### src/rtl/lc3b_types.sv
// -----------------------------------------------------------------------------
// lc3b_types
// Shared LC-3b types for the decode stage: instruction word, opcode and ALU
// operation enums, mux-select constants, decode FSM state, indirect phase
// selector and the lc3b_control word carried down the pipeline.
// -----------------------------------------------------------------------------
package lc3b_types;

    typedef logic [15:0] lc3b_word;

    typedef enum logic [3:0] {
        op_br   = 4'h0,
        op_add  = 4'h1,
        op_ldb  = 4'h2,
        op_stb  = 4'h3,
        op_jsr  = 4'h4,
        op_and  = 4'h5,
        op_ldr  = 4'h6,
        op_str  = 4'h7,
        op_rti  = 4'h8,
        op_not  = 4'h9,
        op_ldi  = 4'hA,
        op_sti  = 4'hB,
        op_jmp  = 4'hC,
        op_shf  = 4'hD,
        op_lea  = 4'hE,
        op_trap = 4'hF
    } lc3b_opcode;

    typedef enum logic [2:0] {
        alu_add  = 3'd0,
        alu_and  = 3'd1,
        alu_not  = 3'd2,
        alu_pass = 3'd3,
        alu_sll  = 3'd4,
        alu_srl  = 3'd5,
        alu_sra  = 3'd6
    } lc3b_aluop;

    // PC mux selects
    localparam logic [1:0] PC_PLUS2  = 2'd0;
    localparam logic [1:0] PC_OFFSET = 2'd1;
    localparam logic [1:0] PC_SR1    = 2'd2;
    localparam logic [1:0] PC_MEM    = 2'd3;

    // Write-back mux selects
    localparam logic [1:0] WB_ALU  = 2'd0;
    localparam logic [1:0] WB_MEM  = 2'd1;
    localparam logic [1:0] WB_PC   = 2'd2;
    localparam logic [1:0] WB_ADDR = 2'd3;

    // Offset mux selects
    localparam logic [1:0] OFF6  = 2'd0;
    localparam logic [1:0] OFF9  = 2'd1;
    localparam logic [1:0] OFF11 = 2'd2;

    typedef enum logic {
        IDLE = 1'b0,
        IND2 = 1'b1
    } lc3b_decode_state;

    // Which control word the ROM produces for LDI/STI; ignored otherwise.
    typedef enum logic [1:0] {
        PH_NORMAL = 2'd0,
        PH_IND1   = 2'd1,
        PH_IND2   = 2'd2
    } lc3b_phase;

    typedef struct packed {
        lc3b_opcode opcode;
        lc3b_aluop  aluop;
        logic       load_regfile;
        logic       load_cc;
        logic       load_pc;
        logic       read_memory;
        logic       write_memory;
        logic       immsr2_mux_sel;
        logic       dest_mux_sel;
        logic       address_mux_sel;
        logic       instrsr1_mux_sel;
        logic [1:0] pc_mux_sel;
        logic [1:0] offset_mux_sel;
        logic [1:0] wb_mux_sel;
        lc3b_word   ir;
    } lc3b_control;

    // All-zero word: opcode decodes as op_br, aluop as alu_add.
    localparam lc3b_control CTRL_RESET = '0;

    function automatic logic is_indirect(input lc3b_word ir);
        return (ir[15:12] == op_ldi) || (ir[15:12] == op_sti);
    endfunction

endpackage

### src/rtl/lc3b_decode_stage_if.sv
// -----------------------------------------------------------------------------
// lc3b_decode_stage_if
// Fetch-side and execute-side signals of the decode stage.
//   if_valid/if_ir/if_pc/if_ready : fetch -> decode handshake
//   flush                         : drop held work
//   ex_ready                      : execute consumes ex_ctrl
//   ex_valid/ex_ctrl/ex_pc/ex_indirect : ID/EX register contents
// Modports: slave = decode stage, master = surrounding pipeline.
// -----------------------------------------------------------------------------
interface lc3b_decode_stage_if;
    import lc3b_types::*;

    logic        if_valid;
    lc3b_word    if_ir;
    lc3b_word    if_pc;
    logic        if_ready;
    logic        flush;
    logic        ex_ready;
    logic        ex_valid;
    lc3b_control ex_ctrl;
    lc3b_word    ex_pc;
    logic        ex_indirect;

    modport slave (
        input  if_valid, if_ir, if_pc, flush, ex_ready,
        output if_ready, ex_valid, ex_ctrl, ex_pc, ex_indirect
    );

    modport master (
        output if_valid, if_ir, if_pc, flush, ex_ready,
        input  if_ready, ex_valid, ex_ctrl, ex_pc, ex_indirect
    );

endinterface

### src/rtl/lc3b_control_rom.sv
// -----------------------------------------------------------------------------
// lc3b_control_rom
// Purely combinational decode of an instruction word into lc3b_control.
//   i_ir    : instruction word
//   i_phase : PH_NORMAL, PH_IND1 or PH_IND2 (only LDI/STI look at it)
//   o_ctrl  : control word; opcode and ir always carry the instruction
// -----------------------------------------------------------------------------
module lc3b_control_rom
    import lc3b_types::*;
(
    input  lc3b_word    i_ir,
    input  lc3b_phase   i_phase,
    output lc3b_control o_ctrl
);

    always_comb begin
        // NOTE: o_ctrl gets a full default before the case, so every path
        // assigns every field and no latch can be inferred.
        o_ctrl        = CTRL_RESET;
        o_ctrl.opcode = lc3b_opcode'(i_ir[15:12]);
        o_ctrl.ir     = i_ir;

        case (o_ctrl.opcode)
            op_add, op_and, op_not: begin
                o_ctrl.aluop          = (o_ctrl.opcode == op_add) ? alu_add :
                                        (o_ctrl.opcode == op_and) ? alu_and : alu_not;
                o_ctrl.load_regfile   = 1'b1;
                o_ctrl.load_cc        = 1'b1;
                o_ctrl.immsr2_mux_sel = (o_ctrl.opcode == op_not) ? 1'b0 : i_ir[5];
            end
            op_shf: begin
                // ir[5] set selects arithmetic right shift for both 10 and 11.
                o_ctrl.aluop        = i_ir[5] ? alu_sra : (i_ir[4] ? alu_srl : alu_sll);
                o_ctrl.load_regfile = 1'b1;
                o_ctrl.load_cc      = 1'b1;
            end
            op_br: begin
                o_ctrl.load_pc        = 1'b1;
                o_ctrl.pc_mux_sel     = PC_OFFSET;
                o_ctrl.offset_mux_sel = OFF9;
            end
            op_jmp: begin
                o_ctrl.load_pc    = 1'b1;
                o_ctrl.pc_mux_sel = PC_SR1;
            end
            op_jsr: begin
                o_ctrl.load_pc      = 1'b1;
                o_ctrl.load_regfile = 1'b1;
                o_ctrl.dest_mux_sel = 1'b1;
                o_ctrl.wb_mux_sel   = WB_PC;
                if (i_ir[11]) begin
                    o_ctrl.pc_mux_sel     = PC_OFFSET;
                    o_ctrl.offset_mux_sel = OFF11;
                end else begin
                    o_ctrl.pc_mux_sel = PC_SR1;
                end
            end
            op_ldr, op_ldb: begin
                o_ctrl.read_memory    = 1'b1;
                o_ctrl.load_regfile   = 1'b1;
                o_ctrl.load_cc        = 1'b1;
                o_ctrl.wb_mux_sel     = WB_MEM;
                o_ctrl.offset_mux_sel = OFF6;
            end
            op_str, op_stb: begin
                o_ctrl.write_memory     = 1'b1;
                o_ctrl.offset_mux_sel   = OFF6;
                o_ctrl.instrsr1_mux_sel = 1'b1;
            end
            op_lea: begin
                o_ctrl.load_regfile   = 1'b1;
                o_ctrl.load_cc        = 1'b1;
                o_ctrl.wb_mux_sel     = WB_ADDR;
                o_ctrl.offset_mux_sel = OFF9;
            end
            op_trap: begin
                o_ctrl.read_memory     = 1'b1;
                o_ctrl.address_mux_sel = 1'b1;
                o_ctrl.load_pc         = 1'b1;
                o_ctrl.pc_mux_sel      = PC_MEM;
                o_ctrl.load_regfile    = 1'b1;
                o_ctrl.dest_mux_sel    = 1'b1;
                o_ctrl.wb_mux_sel      = WB_PC;
            end
            op_ldi, op_sti: begin
                if (i_phase == PH_IND2) begin
                    // Address comes from the phase-1 read data, not trapvect.
                    o_ctrl.address_mux_sel = 1'b0;
                    if (o_ctrl.opcode == op_ldi) begin
                        o_ctrl.read_memory  = 1'b1;
                        o_ctrl.load_regfile = 1'b1;
                        o_ctrl.load_cc      = 1'b1;
                        o_ctrl.wb_mux_sel   = WB_MEM;
                    end else begin
                        o_ctrl.write_memory     = 1'b1;
                        o_ctrl.instrsr1_mux_sel = 1'b1;
                    end
                end else begin
                    // Phase 1: fetch the pointer only, no architectural write.
                    o_ctrl.read_memory    = 1'b1;
                    o_ctrl.offset_mux_sel = OFF6;
                    o_ctrl.wb_mux_sel     = WB_MEM;
                end
            end
            default: begin
                // RTI is not supported here and executes as a NOP.
                o_ctrl.aluop = alu_pass;
            end
        endcase
    end

endmodule

### src/rtl/lc3b_decode_stage.sv
// -----------------------------------------------------------------------------
// lc3b_decode_stage
// Decode stage between fetch and execute. Accepts an instruction over a
// valid/ready handshake, decodes it through lc3b_control_rom and holds the
// result in the ID/EX register. LDI/STI are issued as two control words.
//   clk   : clock, rising edge
//   rst_n : synchronous active-low reset
//   bus   : lc3b_decode_stage_if.slave (fetch handshake, flush, ID/EX outputs)
// -----------------------------------------------------------------------------
module lc3b_decode_stage
    import lc3b_types::*;
(
    input  logic                  clk,
    input  logic                  rst_n,
    lc3b_decode_stage_if.slave    bus
);

    lc3b_decode_state r_state;
    lc3b_decode_state w_state_next;

    logic        r_ex_valid;
    logic        r_ex_indirect;
    lc3b_control r_ex_ctrl;
    lc3b_word    r_ex_pc;

    logic        w_if_ready;
    logic        w_if_fire;
    logic        w_is_ind;
    logic        w_load_new;
    logic        w_load_ph2;
    logic        w_drain;
    lc3b_word    w_rom_ir;
    lc3b_phase   w_rom_phase;
    lc3b_control w_rom_ctrl;

    assign w_is_ind  = is_indirect(bus.if_ir);
    assign w_if_fire = bus.if_valid & w_if_ready;

    // ------------------------------------------------------------ state register
    always_ff @(posedge clk) begin
        // NOTE: sequential state uses non-blocking assignments so every
        // register samples pre-edge values regardless of block ordering.
        if (!rst_n) begin
            r_state <= IDLE;
        end else begin
            r_state <= w_state_next;
        end
    end

    // ------------------------------------------------------------ next state
    always_comb begin
        w_state_next = r_state;
        if (bus.flush) begin
            w_state_next = IDLE;
        end else begin
            case (r_state)
                IDLE:    if (w_if_fire && w_is_ind) w_state_next = IND2;
                IND2:    if (bus.ex_ready)          w_state_next = IDLE;
                default: w_state_next = IDLE;
            endcase
        end
    end

    // ------------------------------------------------------------ FSM outputs
    always_comb begin
        w_if_ready  = rst_n && (r_state == IDLE) && (!r_ex_valid || bus.ex_ready) && !bus.flush;
        w_load_new  = 1'b0;
        w_load_ph2  = 1'b0;
        w_drain     = 1'b0;
        w_rom_ir    = bus.if_ir;
        w_rom_phase = w_is_ind ? PH_IND1 : PH_NORMAL;
        case (r_state)
            IDLE: begin
                w_load_new = w_if_fire;
                w_drain    = !w_if_fire && bus.ex_ready;
            end
            IND2: begin
                // Phase 2 re-decodes the instruction already held in ID/EX.
                w_rom_ir    = r_ex_ctrl.ir;
                w_rom_phase = PH_IND2;
                w_load_ph2  = bus.ex_ready;
            end
            default: ;
        endcase
    end

    lc3b_control_rom u_rom (
        .i_ir    (w_rom_ir),
        .i_phase (w_rom_phase),
        .o_ctrl  (w_rom_ctrl)
    );

    // ------------------------------------------------------------ ID/EX register
    always_ff @(posedge clk) begin
        if (!rst_n) begin
            r_ex_valid    <= 1'b0;
            r_ex_indirect <= 1'b0;
            r_ex_ctrl     <= CTRL_RESET;
            r_ex_pc       <= '0;
        end else if (bus.flush) begin
            r_ex_valid    <= 1'b0;
            r_ex_indirect <= 1'b0;
        end else if (w_load_new) begin
            r_ex_valid    <= 1'b1;
            r_ex_indirect <= 1'b0;
            r_ex_ctrl     <= w_rom_ctrl;
            r_ex_pc       <= bus.if_pc;
        end else if (w_load_ph2) begin
            r_ex_indirect <= 1'b1;
            r_ex_ctrl     <= w_rom_ctrl;
        end else if (w_drain) begin
            r_ex_valid    <= 1'b0;
            r_ex_indirect <= 1'b0;
        end
    end

    assign bus.if_ready    = w_if_ready;
    assign bus.ex_valid    = r_ex_valid;
    assign bus.ex_indirect = r_ex_indirect;
    assign bus.ex_ctrl     = r_ex_ctrl;
    assign bus.ex_pc       = r_ex_pc;

endmodule

### src/flat_wrapper.sv
// flat-port wrapper written by rule: the top's interface ports become plain ports
module lc3b_decode_stage_flat import lc3b_types::*;
  (clk, rst_n, bus_if_valid, bus_if_ir, bus_if_pc, bus_flush, bus_ex_ready, bus_if_ready, bus_ex_valid, bus_ex_ctrl, bus_ex_pc, bus_ex_indirect);
  lc3b_decode_stage_if bus_i ();
  input  logic clk;
  input  logic rst_n;
  input wire logic [$bits(bus_i.if_valid)-1:0] bus_if_valid;
  input wire logic [$bits(bus_i.if_ir)-1:0] bus_if_ir;
  input wire logic [$bits(bus_i.if_pc)-1:0] bus_if_pc;
  input wire logic [$bits(bus_i.flush)-1:0] bus_flush;
  input wire logic [$bits(bus_i.ex_ready)-1:0] bus_ex_ready;
  output wire logic [$bits(bus_i.if_ready)-1:0] bus_if_ready;
  output wire logic [$bits(bus_i.ex_valid)-1:0] bus_ex_valid;
  output wire logic [$bits(bus_i.ex_ctrl)-1:0] bus_ex_ctrl;
  output wire logic [$bits(bus_i.ex_pc)-1:0] bus_ex_pc;
  output wire logic [$bits(bus_i.ex_indirect)-1:0] bus_ex_indirect;
  assign bus_i.if_valid = bus_if_valid;
  assign bus_i.if_ir = bus_if_ir;
  assign bus_i.if_pc = bus_if_pc;
  assign bus_i.flush = bus_flush;
  assign bus_i.ex_ready = bus_ex_ready;
  assign bus_if_ready = bus_i.if_ready;
  assign bus_ex_valid = bus_i.ex_valid;
  assign bus_ex_ctrl = bus_i.ex_ctrl;
  assign bus_ex_pc = bus_i.ex_pc;
  assign bus_ex_indirect = bus_i.ex_indirect;
  lc3b_decode_stage u_core (.clk(clk), .rst_n(rst_n), .bus(bus_i));
endmodule
### config.mk
export PLATFORM = sky130hd
export DESIGN_NAME = lc3b_decode_stage_flat
export DESIGN_NICKNAME = d
export VERILOG_FILES = /design/src/rtl/lc3b_types.sv /design/src/rtl/lc3b_decode_stage_if.sv /design/src/rtl/lc3b_control_rom.sv /design/src/rtl/lc3b_decode_stage.sv /design/src/flat_wrapper.sv
export SDC_FILE = /design/constraint.sdc
export NUM_CORES = 1
export LEC_CHECK = 0
export ABC_AREA = 1
export CAP_MARGIN = 20
export CELL_PAD_IN_SITES_DETAIL_PLACEMENT = 0
export CELL_PAD_IN_SITES_GLOBAL_PLACEMENT = 2
export CORE_UTILIZATION = 29
export DETAILED_ROUTE_END_ITERATION = 12
export DONT_BUFFER_PORTS = 1
export PLACE_DENSITY_LB_ADDON = 0.1
export SLEW_MARGIN = 0
export SYNTH_ARGS = -nofsm -noshare
export SYNTH_HDL_FRONTEND = slang
export SYNTH_SLANG_ARGS = --single-unit
### constraint.sdc
create_clock -name clk -period 1.4 [get_ports clk]
set_clock_uncertainty 0.15 [all_clocks]
set_input_delay 0.28 -clock clk [delete_from_list [all_inputs] [get_ports clk]]
set_output_delay 0.28 -clock clk [all_outputs]
set_load 0.05 [all_outputs]
==> flow_summary.json <==
{
  "worst_pin_slew_ps": 497.5,
  "vdd_drop_max_uv": 405.5,
  "diodes": 0,
  "cp_data_arrival_time_ps": 1210,
  "period_share": 1.172,
  "die_w_um": 91.05,
  "setup_viol": 52,
  "initial_core_util": 0.2992,
  "hold_path_class": "input port to flip-flop",
  "clock_sinks": 52,
  "fin_util": 0.4315,
  "endpoint_kind": "output pin",
  "hold_viol": 1,
  "gp_congestion": 0.8278,
  "grt_max_degree": 40,
  "synth-seq-cells": 52,
  "fin_ws_ps": -240.7,
  "cp_cell_sequence": "buf_6, a21oi_4, nand2_2, clkinvlp_4",
  "antenna_found_initial": 0,
  "fp.dieArea_sq_mm": 0.008290,
  "clockBufferDepth": 2,
  "firstDrtPassIters": 4,
  "hold_slack_ps": -14.19,
  "dp_slack_ps": -180.1,
  "clk_pin_slew_worst_paths_ps": 100,
  "ys_types": 27,
  "min_period_ps": 1641,
  "worstPathRequired_ps": 970,
  "routed_wl_mm": 6.537,
  "power.density_mw_per_mm2": 1030,
  "critPathMaxFanout": 4,
  "drv_slew": 0,
  "nets": 411,
  "die_y_um": 91.05,
  "syn_to_final_growth_pct": 44.23,
  "finalNonFillerCells": 477,
  "tns_ps": -7549,
  "drtIter0Drc": 109,
  "place_hpwl_mm": 4.591,
  "max_freq_ghz": 0.6095,
  "track_usage": 0.1651,
  "synth_nets": 347,
  "clockRootBuffer": "clkbuf_8",
  "yosysWarningCount": 0,
  "io_buffers": 0,
  "worstSetupPathType": "flip-flop to output pin",
  "slowest_stage": "dfxtp_4",
  "synth.avg_cell_area_sq_um": 7.418,
  "postSynthCellCount": 310,
  "cts-buffers-inserted": 5,
  "viasPerCell": 4.428,
  "syn-cell-area_sq_mm": 0.002300,
  "grt-ovfl-total": 0,
  "leakagePower_uw": 0.001457,
  "cpPeakStageDelay_ps": 380,
  "dp_cells": 451,
  "rsz0062_at_grt": "yes",
  "clk_latency_ps": 300,
  "grt_pass1_wl_mm": 10.92,
  "drtAntennaViolNets": 0,
  "drv_cap": 0,
  "grt_pass1_vias": 2183,
  "drc_errors": 0,
  "wire_per_inst_um": 13.70,
  "vias": 2112,
  "startpoint_type": "flip-flop",
  "core_sq_mm": 0.007687,
  "h-tree-depth": 2,
  "outcome": "finished with violations",
  "std_cell_rows": 32,
  "cts_tree": "done",
  "slew_headroom": 0.6679,
  "drive_gt1_frac": 0.4187,
  "failed_checks": "negative hold slack, negative setup slack",
  "ys_seq_area_frac": 0.4527,
  "io_pins": 94
}
==> what timing repair did <==
action / CTS / global route
buffers inserted: 8 / 2
gates cloned: 3 / 0
gates resized for setup: 50 / 24
pin swaps: 25 / 8
endpoints found under the hold margin: 40 / 40
endpoints found under the setup margin: 67 / 62
==> path summary, 6_finish.rpt <==
| kind | start | to | slack, ps | cells past startpoint |
|---|---|---|---|---|
| max | u_core.r_state | bus_if_ready | -240 | 4 |
| min | bus_ex_ready | u_core.r_state | -10 | 3 |
| max reg2reg | u_core.r_state | u_core.bus.ex_ctrl[18] | -230 | 9 |
| min reg2reg | u_core.bus.ex_ctrl[29] | u_core.bus.ex_ctrl[29] | 320 | 2 |
==> metal layers <==
| layer | vias up | wire (um) | track usage |
|---|---|---|---|
| met1 | 947 | 3157 | 0.2107 |
| met5 | - | 0 | 0 |
| li1 | 1107 | - | - |
| met2 | 51 | 2888 | 0.2696 |
| met4 | 0 | 56 | 0.04101 |
| met3 | 7 | 435 | 0.05193 |
==> Yosys cell counts (all sizes together) <==
| cell | instances | area share |
|---|---|---|
| o211a | 1 | 0.0044 |
| nand3 | 12 | 0.032 |
| dfxtp | 52 | 0.45 |
| and2 | 1 | 0.0027 |
| a211oi | 1 | 0.0054 |
| a22oi | 1 | 0.0033 |
| clkbuf | 7 | 0.011 |
| nand2 | 62 | 0.12 |
| nor2 | 72 | 0.13 |
| o211ai | 1 | 0.0033 |
| a21oi | 18 | 0.041 |
| inv | 25 | 0.042 |
| or2 | 1 | 0.0027 |
| nor3 | 1 | 0.0044 |
| nand4 | 1 | 0.0027 |
| buf | 12 | 0.046 |
| o21ai | 42 | 0.091 |
==> cell type report <==
type	instances	area [sq um]
clock buffer	6	82.58
clock inverter	2	38.79
timing repair buffer	76	718.2
multi-input combinational	214	1152
sequential	52	1085
tap	102	127.6
fill	814	4370
inverter	25	112.6
==> metrics by stage <==
stage	power (uW)	area, sq um
floorplan	2104	2328
global placement	2235	2810
detailed placement	2240	2810
CTS	3427	3184
global route	3595	3317
finish	3418	3317
==> logic make-up after synthesis <==
| logic type | synth area share |
|---|---|
| AND/OR/NAND/NOR | 0.2998 |
| AO/OA/AOI/OAI | 0.1485 |
| flip-flops | 0.4527 |
| buffers and inverters | 0.09902 |
==> where the power goes <==
part           internal (uW)  total (uW)  switching (uW)
registers               1550        1680             136
logic                    224         622             398
clock network            586        1110             527
total                   2360        3420            1060
==> sequential cells by signal, summed over array words and instances, names as in the netlist <==
signal and flops:
u_core.bus.ex_valid 1, u_core.bus.ex_pc 16, u_core.r_state 1, u_core.bus.ex_ctrl 33, u_core.bus.ex_indirect 1
==> placed cells by master, fill, tap and decap left out, types with 2 or more instances in the layout <==
cell type / Yosys / final
nor2_4: 3 / 6
buf_6: 4 / 12
buf_4: 8 / 51
buf_12: 0 / 7
o21ai_2: 0 / 2
inv_2: 6 / 6
nand2_8: 0 / 2
nand2_4: 4 / 7
o21ai_1: 2 / 5
nand2_2: 9 / 13
nand3_1: 11 / 10
o21ai_0: 40 / 35
dlygate4sd3_1: 0 / 6
a21oi_2: 1 / 3
inv_1: 18 / 15
dfxtp_2: 0 / 23
clkbuf_8: 0 / 6
a21oi_1: 17 / 14
nand2_1: 49 / 40
dfxtp_4: 0 / 4
dfxtp_1: 52 / 25
nor2_1: 65 / 63
nor2_2: 4 / 3
==> critical path: cells and delay by family (launching register included) <==
| kind | cells | cell delay [ps] |
|---|---|---|
| flip-flops | 1 | 380 |
| AND/OR/NAND/NOR | 1 | 90 |
| AO/OA/AOI/OAI | 1 | 110 |
| buffers and inverters | 2 | 330 |
No activity file was read; power rests on OpenSTA's default activity.
